File: config.mk
export PLATFORM = sky130hd
export DESIGN_NAME = led_bank_scheduler
export DESIGN_NICKNAME = d
export VERILOG_FILES = /design/src/rtl/led_pkg.sv /design/src/rtl/rr_arbiter.sv /design/src/rtl/led_bank_scheduler.sv
export SDC_FILE = /design/constraint.sdc
export NUM_CORES = 1
export LEC_CHECK = 0
export BUFFER_PORTS_ARGS = -buffer_cell sky130_fd_sc_hd__buf_2
export CAP_MARGIN = 20
export CORE_MARGIN = 2
export CORE_UTILIZATION = 47
export CTS_CLUSTER_SIZE = 10
export DETAILED_ROUTE_END_ITERATION = 12
export PLACE_DENSITY = 0.66
export SLEW_MARGIN = 20
export SYNTH_ARGS = -nofsm -noshare
export SYNTH_HDL_FRONTEND = slang
export SYNTH_HIERARCHICAL = 1
export SYNTH_SLANG_ARGS = --single-unit
File: constraint.sdc
create_clock -name clk -period 3.4 [get_ports clk]
set_clock_uncertainty 0.05 [all_clocks]
set_input_delay 0.68 -clock clk [delete_from_list [all_inputs] [get_ports clk]]
set_output_delay 0.68 -clock clk [all_outputs]
set_load 0.005 [all_outputs]
File: src/rtl/led_pkg.sv
// Shared types and helpers for the LED bank scheduler.
// Optional PWM dimming is enabled with `define LED_PWM_EN.
package led_pkg;

    typedef enum logic [1:0] {
        IDLE,
        ARB,
        HOLD
    } sched_state_t;

    localparam int LED_W = 4;

    // Counter width able to hold 0..n-1, never narrower than 1 bit.
    function automatic int cw(input int n);
        return (n <= 2) ? 1 : $clog2(n);
    endfunction

endpackage

File: src/rtl/rr_arbiter.sv
// Combinational round-robin arbiter: first set request at or after ptr.
// The pointer register is owned by the instantiating module.
module rr_arbiter
    import led_pkg::*;
#(
    parameter int NREQ = 4,
    parameter int PW   = cw(NREQ)
) (
    input  logic [NREQ-1:0] req,
    input  logic [PW-1:0]   ptr,
    output logic [NREQ-1:0] win,
    output logic            valid
);

    logic [PW:0] j;

    always_comb begin
        win   = '0;
        valid = 1'b0;
        j     = '0;
        for (int i = 0; i < NREQ; i++) begin
            j = {1'b0, ptr} + (PW+1)'(i);
            if (j >= (PW+1)'(NREQ)) begin
                j = j - (PW+1)'(NREQ);
            end
            if (!valid && req[j[PW-1:0]]) begin
                valid           = 1'b1;
                win[j[PW-1:0]]  = 1'b1;
            end
        end
    end

endmodule

File: src/rtl/led_bank_scheduler.sv
// Round-robin time-sliced sharing of the 4-bit LED bank with idle heartbeat.
// Define LED_PWM_EN to add duty-controlled PWM dimming (+1 cycle latency).
module led_bank_scheduler
    import led_pkg::*;
#(
    parameter int NREQ       = 4,
    parameter int DIV        = 1_000_000,
    parameter int HOLD_TICKS = 100,
    parameter int HB_TICKS   = 50
) (
    input  logic                  clk,
    input  logic                  rst,
    input  logic [NREQ-1:0]       req,
    input  logic [LED_W*NREQ-1:0] pat,
    input  logic [3:0]            duty,
    output logic [NREQ-1:0]       gnt,
    output logic                  busy,
    output logic [LED_W-1:0]      prled
);

    localparam int PW = cw(NREQ);
    localparam int DW = cw(DIV);
    localparam int HW = cw(HOLD_TICKS);
    localparam int BW = cw(HB_TICKS);

    sched_state_t    state_q;
    sched_state_t    state_d;
    logic [DW-1:0]   presc_q;
    logic [HW-1:0]   hold_q;
    logic [BW-1:0]   hb_q;
    logic [PW-1:0]   ptr_q;
    logic [PW-1:0]   own_q;
    logic [NREQ-1:0] gnt_q;
    logic [LED_W-1:0] led_q;

    logic [NREQ-1:0] win;
    logic            arb_valid;
    logic [PW-1:0]   widx;
    logic [PW-1:0]   nxt_ptr;
    logic [LED_W-1:0] cur_pat;
    logic            own_req;
    logic            tick;
    logic            hold_last;
    logic            hb_last;
    logic            enter_clr;

    rr_arbiter #(
        .NREQ (NREQ)
    ) u_arb (
        .req   (req),
        .ptr   (ptr_q),
        .win   (win),
        .valid (arb_valid)
    );

    always_comb begin
        widx = '0;
        for (int i = 0; i < NREQ; i++) begin
            if (win[i]) begin
                widx = PW'(i);
            end
        end
    end

    assign nxt_ptr = (widx == PW'(NREQ-1)) ? '0 : widx + PW'(1);

    always_comb begin
        cur_pat = '0;
        own_req = 1'b0;
        for (int i = 0; i < NREQ; i++) begin
            if (own_q == PW'(i)) begin
                cur_pat = pat[i*LED_W +: LED_W];
                own_req = req[i];
            end
        end
    end

    assign tick      = (presc_q == DW'(DIV-1));
    assign hold_last = (hold_q == HW'(HOLD_TICKS-1));
    assign hb_last   = (hb_q == BW'(HB_TICKS-1));

    always_comb begin
        state_d = state_q;
        unique case (state_q)
            IDLE: begin
                if (|req) begin
                    state_d = ARB;
                end
            end
            ARB: begin
                state_d = arb_valid ? HOLD : IDLE;
            end
            HOLD: begin
                if (!own_req || (tick && hold_last)) begin
                    state_d = ARB;
                end
            end
            default: state_d = IDLE;
        endcase
    end

    // Timebase restarts whenever a hold or heartbeat period begins.
    assign enter_clr = (state_d != state_q) &&
                       (state_d == HOLD || state_d == IDLE);

    always_ff @(posedge clk) begin
        if (rst) begin
            state_q <= IDLE;
            presc_q <= '0;
            hold_q  <= '0;
            hb_q    <= '0;
            ptr_q   <= '0;
            own_q   <= '0;
            gnt_q   <= '0;
            led_q   <= '0;
        end else begin
            state_q <= state_d;
            if (enter_clr || tick) begin
                presc_q <= '0;
            end else begin
                presc_q <= presc_q + DW'(1);
            end
            unique case (state_q)
                IDLE: begin
                    if (tick) begin
                        if (hb_last) begin
                            hb_q     <= '0;
                            led_q[0] <= ~led_q[0];
                        end else begin
                            hb_q <= hb_q + BW'(1);
                        end
                    end
                end
                ARB: begin
                    if (arb_valid) begin
                        own_q  <= widx;
                        ptr_q  <= nxt_ptr;
                        gnt_q  <= win;
                        hold_q <= '0;
                    end else begin
                        led_q <= '0;
                        hb_q  <= '0;
                    end
                end
                HOLD: begin
                    led_q <= cur_pat;
                    if (tick) begin
                        hold_q <= hold_q + HW'(1);
                    end
                    if (state_d != HOLD) begin
                        gnt_q <= '0;
                    end
                end
                default: ;
            endcase
        end
    end

    assign gnt  = gnt_q;
    assign busy = (state_q != IDLE);

`ifdef LED_PWM_EN
    logic [3:0]       pwm_q;
    logic [LED_W-1:0] out_q;

    always_ff @(posedge clk) begin
        if (rst) begin
            pwm_q <= '0;
            out_q <= '0;
        end else begin
            pwm_q <= pwm_q + 4'd1;
            out_q <= led_q & {LED_W{pwm_q <= duty}};
        end
    end

    assign prled = out_q;
`else
    logic unused_duty;

    assign unused_duty = ^duty;
    assign prled       = led_q;
`endif

endmodule

## Word-level counts from Yosys, hierarchy flattened

Cells that the tools add are included.

- Bits in registers: 47
- Bits of input ports: 26
- Output and inout port bits: 9
- Logic and storage cells: 144

- Add/sub/neg operators: 11
- Order comparisons: 12
- Equality and inequality tests: 18
- Muxes and demuxes: 59
- Bitwise operators: 4
- Reductions and logical operators: 31

Operators with widths:

| kind | count |
|---|---|
| 4-bit two-way mux | 11 |
| 20-bit by 1-bit adder with 20-bit output, second input constant | 1 |
| 20-bit == test, second input constant | 1 |
| 2-bit two-way mux | 10 |
| 1-bit two-way mux | 19 |
| 6-bit two-way mux | 3 |
| 7-bit two-way mux | 2 |
| 2-bit inequality test, second input constant | 7 |
| 7-bit one-hot mux with 2 select lines | 1 |
| 2-bit by 3-bit less-than comparator with 1-bit output, second input constant | 4 |
| 4-bit bitwise OR | 3 |
| 6-bit one-hot mux with 2 select lines | 1 |
| 2-bit == test, second input constant | 5 |
| 3-bit greater-or-equal comparator, second input constant | 3 |
| 1-bit logical AND | 9 |
| 3-bit AND reduction | 3 |
| 1-bit binary-select mux with 2-bit select | 4 |
| 1-bit demux with 2-bit select | 4 |
| 2-bit by 1-bit greater-or-equal comparator with 1-bit output, second input constant | 4 |
| 4-bit one-hot mux with 2 select lines | 1 |
| 2-bit by 1-bit subtractor with 2-bit output, second input constant | 4 |
| 7-bit by 1-bit adder with 7-bit output, second input constant | 1 |
| 7-bit == test, second input constant | 1 |
| 2-bit by 2-bit adder with 3-bit output, second input constant | 2 |
| other kinds (20) | 31 |

## Logic depth before layout (Yosys ltp)

- Depth in word-level cells: 21
- Depth in mapped cells: 12
- Mapped depth without buffers: 10

## Hierarchy

Netlist, hierarchy kept.

Modules (own cells, without submodules):

| module | instances | cells an instance | area an instance (um^2) | sequential area each (um^2) |
|---|---|---|---|---|
| led_bank_scheduler | 1 | 299 | 2740.1 | 940.9 |
| rr_arbiter | 1 | 62 | 508.0 | 0.0 |

## Worst setup path before layout

Ideal clock, no wire load.

- Path type: flip-flop to flip-flop
- Start point: register ptr_q[0]
- End point: register ptr_q[0]
- Library setup time: 128 ps
- Arrival: 2272 ps
- Required time: 3222 ps
- Slack: 950 ps
- Stages on the path, launching flop included: 13
- Buffers on the path: 2
- Clock period less this slack: 2450 ps
- Path through: dfxtp_1 > buf_6 > inv_1 > ha_1 > buf_2 > mux2i_1 > mux2_2 > a211oi_1 > o2bb2ai_1 > nor2b_1 > nor3_1 > a21oi_1 > nor2_1

- Longest elaborated chain between the ends: 19
- Elaborated cells on any way between the ends: 67
- Classes of those cells: 8 x add/sub; 12 x order compare; 1 x eq/ne; 32 x mux; 3 x bitwise; 11 x reduce/logical

Ends and longest elaborated chain:

| what | RTL line | source |
|---|---|---|
| start, declared | led_bank_scheduler.sv:31 | `logic [PW-1:0] ptr_q;` |
| start signal, assigned | led_bank_scheduler.sv:137 | `ptr_q <= nxt_ptr;` |
| branches (longest 13 deep; another with 2-bit by 1-bit adder with 3-bit output) | n/a |  |
| 4-bit two-way mux * | rr_arbiter.sv:26 | `if (!valid && req[j[PW-1:0]]) begin` |
| net win[1] | led_bank_scheduler.sv:36 | `logic [NREQ-1:0] win;` |
| 1-bit two-way mux * | led_bank_scheduler.sv:59 | `if (win[i]) begin` |
| 2-bit two-way mux * (2 in series) | led_bank_scheduler.sv:59 |  |
| 2-bit by 1-bit adder with 2-bit output or 2-bit == test (tied branches) | led_bank_scheduler.sv:65 | `assign nxt_ptr = (widx == PW'(NREQ-1)) ? '0 : widx + PW'(1);` |
| 2-bit two-way mux * | led_bank_scheduler.sv:65 |  |

Mark *: on every way through the listed nets, which the timed path passes. The select of a mux whose other input is x is not followed.
A chain may end at the register's enable or synchronous reset.

## Worst setup path after layout

- Start point: register state_q[1]
- End point: register hold_q[6]

- Longest elaborated chain between the ends: 3
- Elaborated cells on any way between the ends: 7
- Classes of those cells: 4 x eq/ne; 1 x mux; 2 x reduce/logical

Ends and longest elaborated chain:

| what | RTL line | source |
|---|---|---|
| start, declared | led_bank_scheduler.sv:26 | `sched_state_t state_q;` |
| start signal, assigned | led_bank_scheduler.sv:117 | `state_q <= state_d;` |
| 2-bit == test or 2-bit by 1-bit == test with 1-bit output (tied branches) | led_bank_scheduler.sv:123 | `unique case (state_q)` |
| 2-bit inequality test (no line) or 2-bit nonzero test (tied branches) | n/a |  |
| 3-bit AND reduction (no line) | n/a |  |
| end signal, assigned | led_bank_scheduler.sv:148 | `hold_q <= hold_q + HW'(1);` |
| end, declared | led_bank_scheduler.sv:29 | `logic [HW-1:0] hold_q;` |

Parallel ways exist; a longest one is shown, timed or not.

==> qor.yml <==
place:
  dpl.cell_count: 457
  placed_area_um2: 3430
  place.gp.congestion: 0.899
  io_buffers: 30
  hpwl_um: 5270
grt:
  grt-ovfl-total: 0
  first_global_vias: 2613
  grt_max_degree: 26
  antenna_found_initial: 0
  grt_pass1_wl_um: 12400
  track_usage: 0.201
floorplan:
  die_h_um: 87.1
  start_util: 0.481
  die-area_um2: 7590
  die_w_um: 87.1
  io_pins: 35
  row_count: 30
  coreArea_um2: 6760
timing:
  fin_crit_sh: 0.774
  setup_violations: 0
  finalHoldViolations: 0
  slew_viol_final: 0
  max_freq_ghz: 0.380
  rsz0062_at_grt: "false"
  min_period_ns: 2.63
  worstMarginPinSlew_ns: 0.856
  whs_ns: 0.422
  slew_headroom: 0.424
  setup_tns_ns: 0
logic_synthesis:
  synthArstFlopShare: 0
  syn_area_per_cell_um2: 9.00
  synth.net_count: 401
  synth_edf_count: 0
  syn_area_um2: 3250
  netlist_instances: 361
  yosysUniqueCellTypes: 69
  ys_seq_area_frac: 0.290
  synth_seq_cells: 47
  ys.flop_type: "dfxtp_1"
  ys_warn_count: 6
routing:
  dr.pass1.iters: 4
  drtAntennaViolNets: 0
  wl_per_cell_um: 15.7
  vias: 2829
  wl_um: 7270
  drc: 0
  via_per_inst: 6.10
  drt_iter0_drc: 165
setup_path:
  cp-start-kind: "flip-flop"
  arrival_ns: 2.81
  crit_chain: "ha_1 > inv_1 > o21ai_0 > a31oi_1 > buf_4 > or3_1 > a21oi_1"
  cp-end-kind: "flip-flop"
  slowest_stage: "o21ai_0"
  critPathKind: "flip-flop to flip-flop"
  cp.required_ns: 3.58
  critical-path-max-stage-delay_ns: 0.55
  reg2reg_depth: 7
  path_max_fanout: 12
status:
  status: "completed"
cts:
  htree_levels: 2
  numCtsBuffers: 5
  clockRootBuffer: "clkbuf_8"
  cts_tree: "built"
  clock_latency_ns: 0.30
  cts.clk_slew.worst_paths_ns: 0.08
  cts_hold_buf: 0
  cts_buffer_depth: 2
  cts.sinks: 47
  post_cts_buffers: 0
  cts_resized: 0
layout:
  final-seq-area_um2: 941
  final_cells: 464
  fin_nets: 424
  layout.cells.most_common: "dfxtp_1"
  postLayoutCoreUtil: 0.520
  area_growth_pct: 8.20
  diodes: 0
  fin_area_um2: 3510
  drive_gt1_frac: 0.221
  final_cell_mix: "47 x dfxtp_1, 30 x buf_2, 27 x nand2_1, 27 x nor2_1, 21 x a21oi_1"
  fillers: 642
  multi_input_area_um2: 2140
power_and_ir_drop:
  p_leak_nw: 1.20
  powerDensity_nw_per_um2: 417
  vdd_drop_max_mv: 0.229
hold_path:
  min_path_type: "flip-flop to flip-flop"
  holdPathStages: 1
flow_run:
  cap_violations: 0
-- where the power goes --
| group | internal [W] | total, W | switching (W) | leakage (nW) |
|---|---|---|---|---|
| Combinational | 0.000204 | 0.000505 | 0.000300 | 0.773 |
| Sequential | 0.000581 | 0.000614 | 0.0000330 | 0.381 |
| Clock | 0.000160 | 0.000348 | 0.000188 | 0.0470 |
| Total | 0.000946 | 0.00147 | 0.000521 | 1.20 |
-- cell type report --
| cell class | count | area share |
|---|---|---|
| repair buffers | 38 | 0.0598 |
| inverters | 10 | 0.0107 |
| flip-flops and latches | 47 | 0.268 |
| well taps | 80 | 0.0285 |
| clock buffers | 6 | 0.0235 |
| clock inverters | 1 | 0.00142 |
| multi-input cells | 282 | 0.608 |
-- registers in the layout (all words and copies together) (netlist names) --
| name | count |
|---|---|
| gnt | 4 |
| hb_q | 6 |
| hold_q | 7 |
| own_q | 2 |
| presc_q | 20 |
| prled | 4 |
| ptr_q | 2 |
| state_q | 2 |
-- cell families (layout without fill, tap and decap cells) --
family                     after synthesis  count (layout)  synth area share
and+or+nand+nor                        157             157             0.314
xor gates and xnor gates                20              20            0.0539
muxes                                   15              15            0.0705
adders and majority gates               14              14            0.0539
DFF                                     47              47             0.290
buffers and inverters                   32              55            0.0543
AOI/OAI and AO/OA                       76              76             0.163
-- worst paths after layout --
check | start | end | slack [ns]
worst max register to register | state_q[1] | hold_q[6] | 0.77
worst max-delay path | state_q[1] | hold_q[6] | 0.77
worst min register to register | presc_q[0] | presc_q[0] | 0.42
worst min-delay path | presc_q[0] | presc_q[0] | 0.42
-- synth_stat cells (3+ instances only) --
library cell | n | share of area
a211oi_1 | 5 | 0.012
a21oi_1 | 21 | 0.032
a311oi_1 | 4 | 0.011
a31oi_1 | 4 | 0.0077
a32oi_1 | 3 | 0.0081
and3_1 | 4 | 0.0077
and4_1 | 3 | 0.0081
buf_2 | 3 | 0.0046
buf_6 | 6 | 0.021
clkbuf_1 | 11 | 0.013
dfxtp_1 | 47 | 0.29
ha_1 | 14 | 0.054
inv_1 | 10 | 0.012
mux2_2 | 3 | 0.010
mux2i_1 | 6 | 0.018
mux4_2 | 6 | 0.042
nand2_1 | 27 | 0.031
nand2b_1 | 6 | 0.012
nand3_1 | 13 | 0.020
nand4_1 | 8 | 0.015
nor2_1 | 27 | 0.031
nor3_1 | 14 | 0.022
nor4_1 | 5 | 0.0096
nor4_2 | 10 | 0.039
o21ai_0 | 13 | 0.020
o22ai_1 | 6 | 0.012
o2bb2ai_1 | 4 | 0.011
or3_1 | 7 | 0.013
or4_1 | 3 | 0.0069
xnor2_1 | 8 | 0.022
xor2_1 | 12 | 0.032
-- per-stage QoR --
step                power [W]  worst slack (ns)
floorplan             0.00102             0.950
global placement      0.00112             0.674
detailed placement    0.00113             0.619
CTS                   0.00147             0.745
global route          0.00156             0.532
finish                0.00147             0.768
-- critical path, delay by kind of cell (launching register included) --
family	cells	cell delay [ns]
flops	1	0.49
buf+inv	2	0.38
compound gates	3	0.85
simple gates	1	0.34
fa+ha+maj	1	0.45
-- per-layer routing --
| metal | up-vias | wire length [um] | track usage |
|---|---|---|---|
| met1 | 1355 | 3660 | 0.291 |
| met3 | 7 | 270 | 0.0360 |
| met5 | - | 0 | 0 |
| met2 | 51 | 3270 | 0.311 |
| li1 | 1416 | - | - |
| met4 | 0 | 72 | 0.0462 |
No activity file was read; power rests on OpenSTA's default activity.
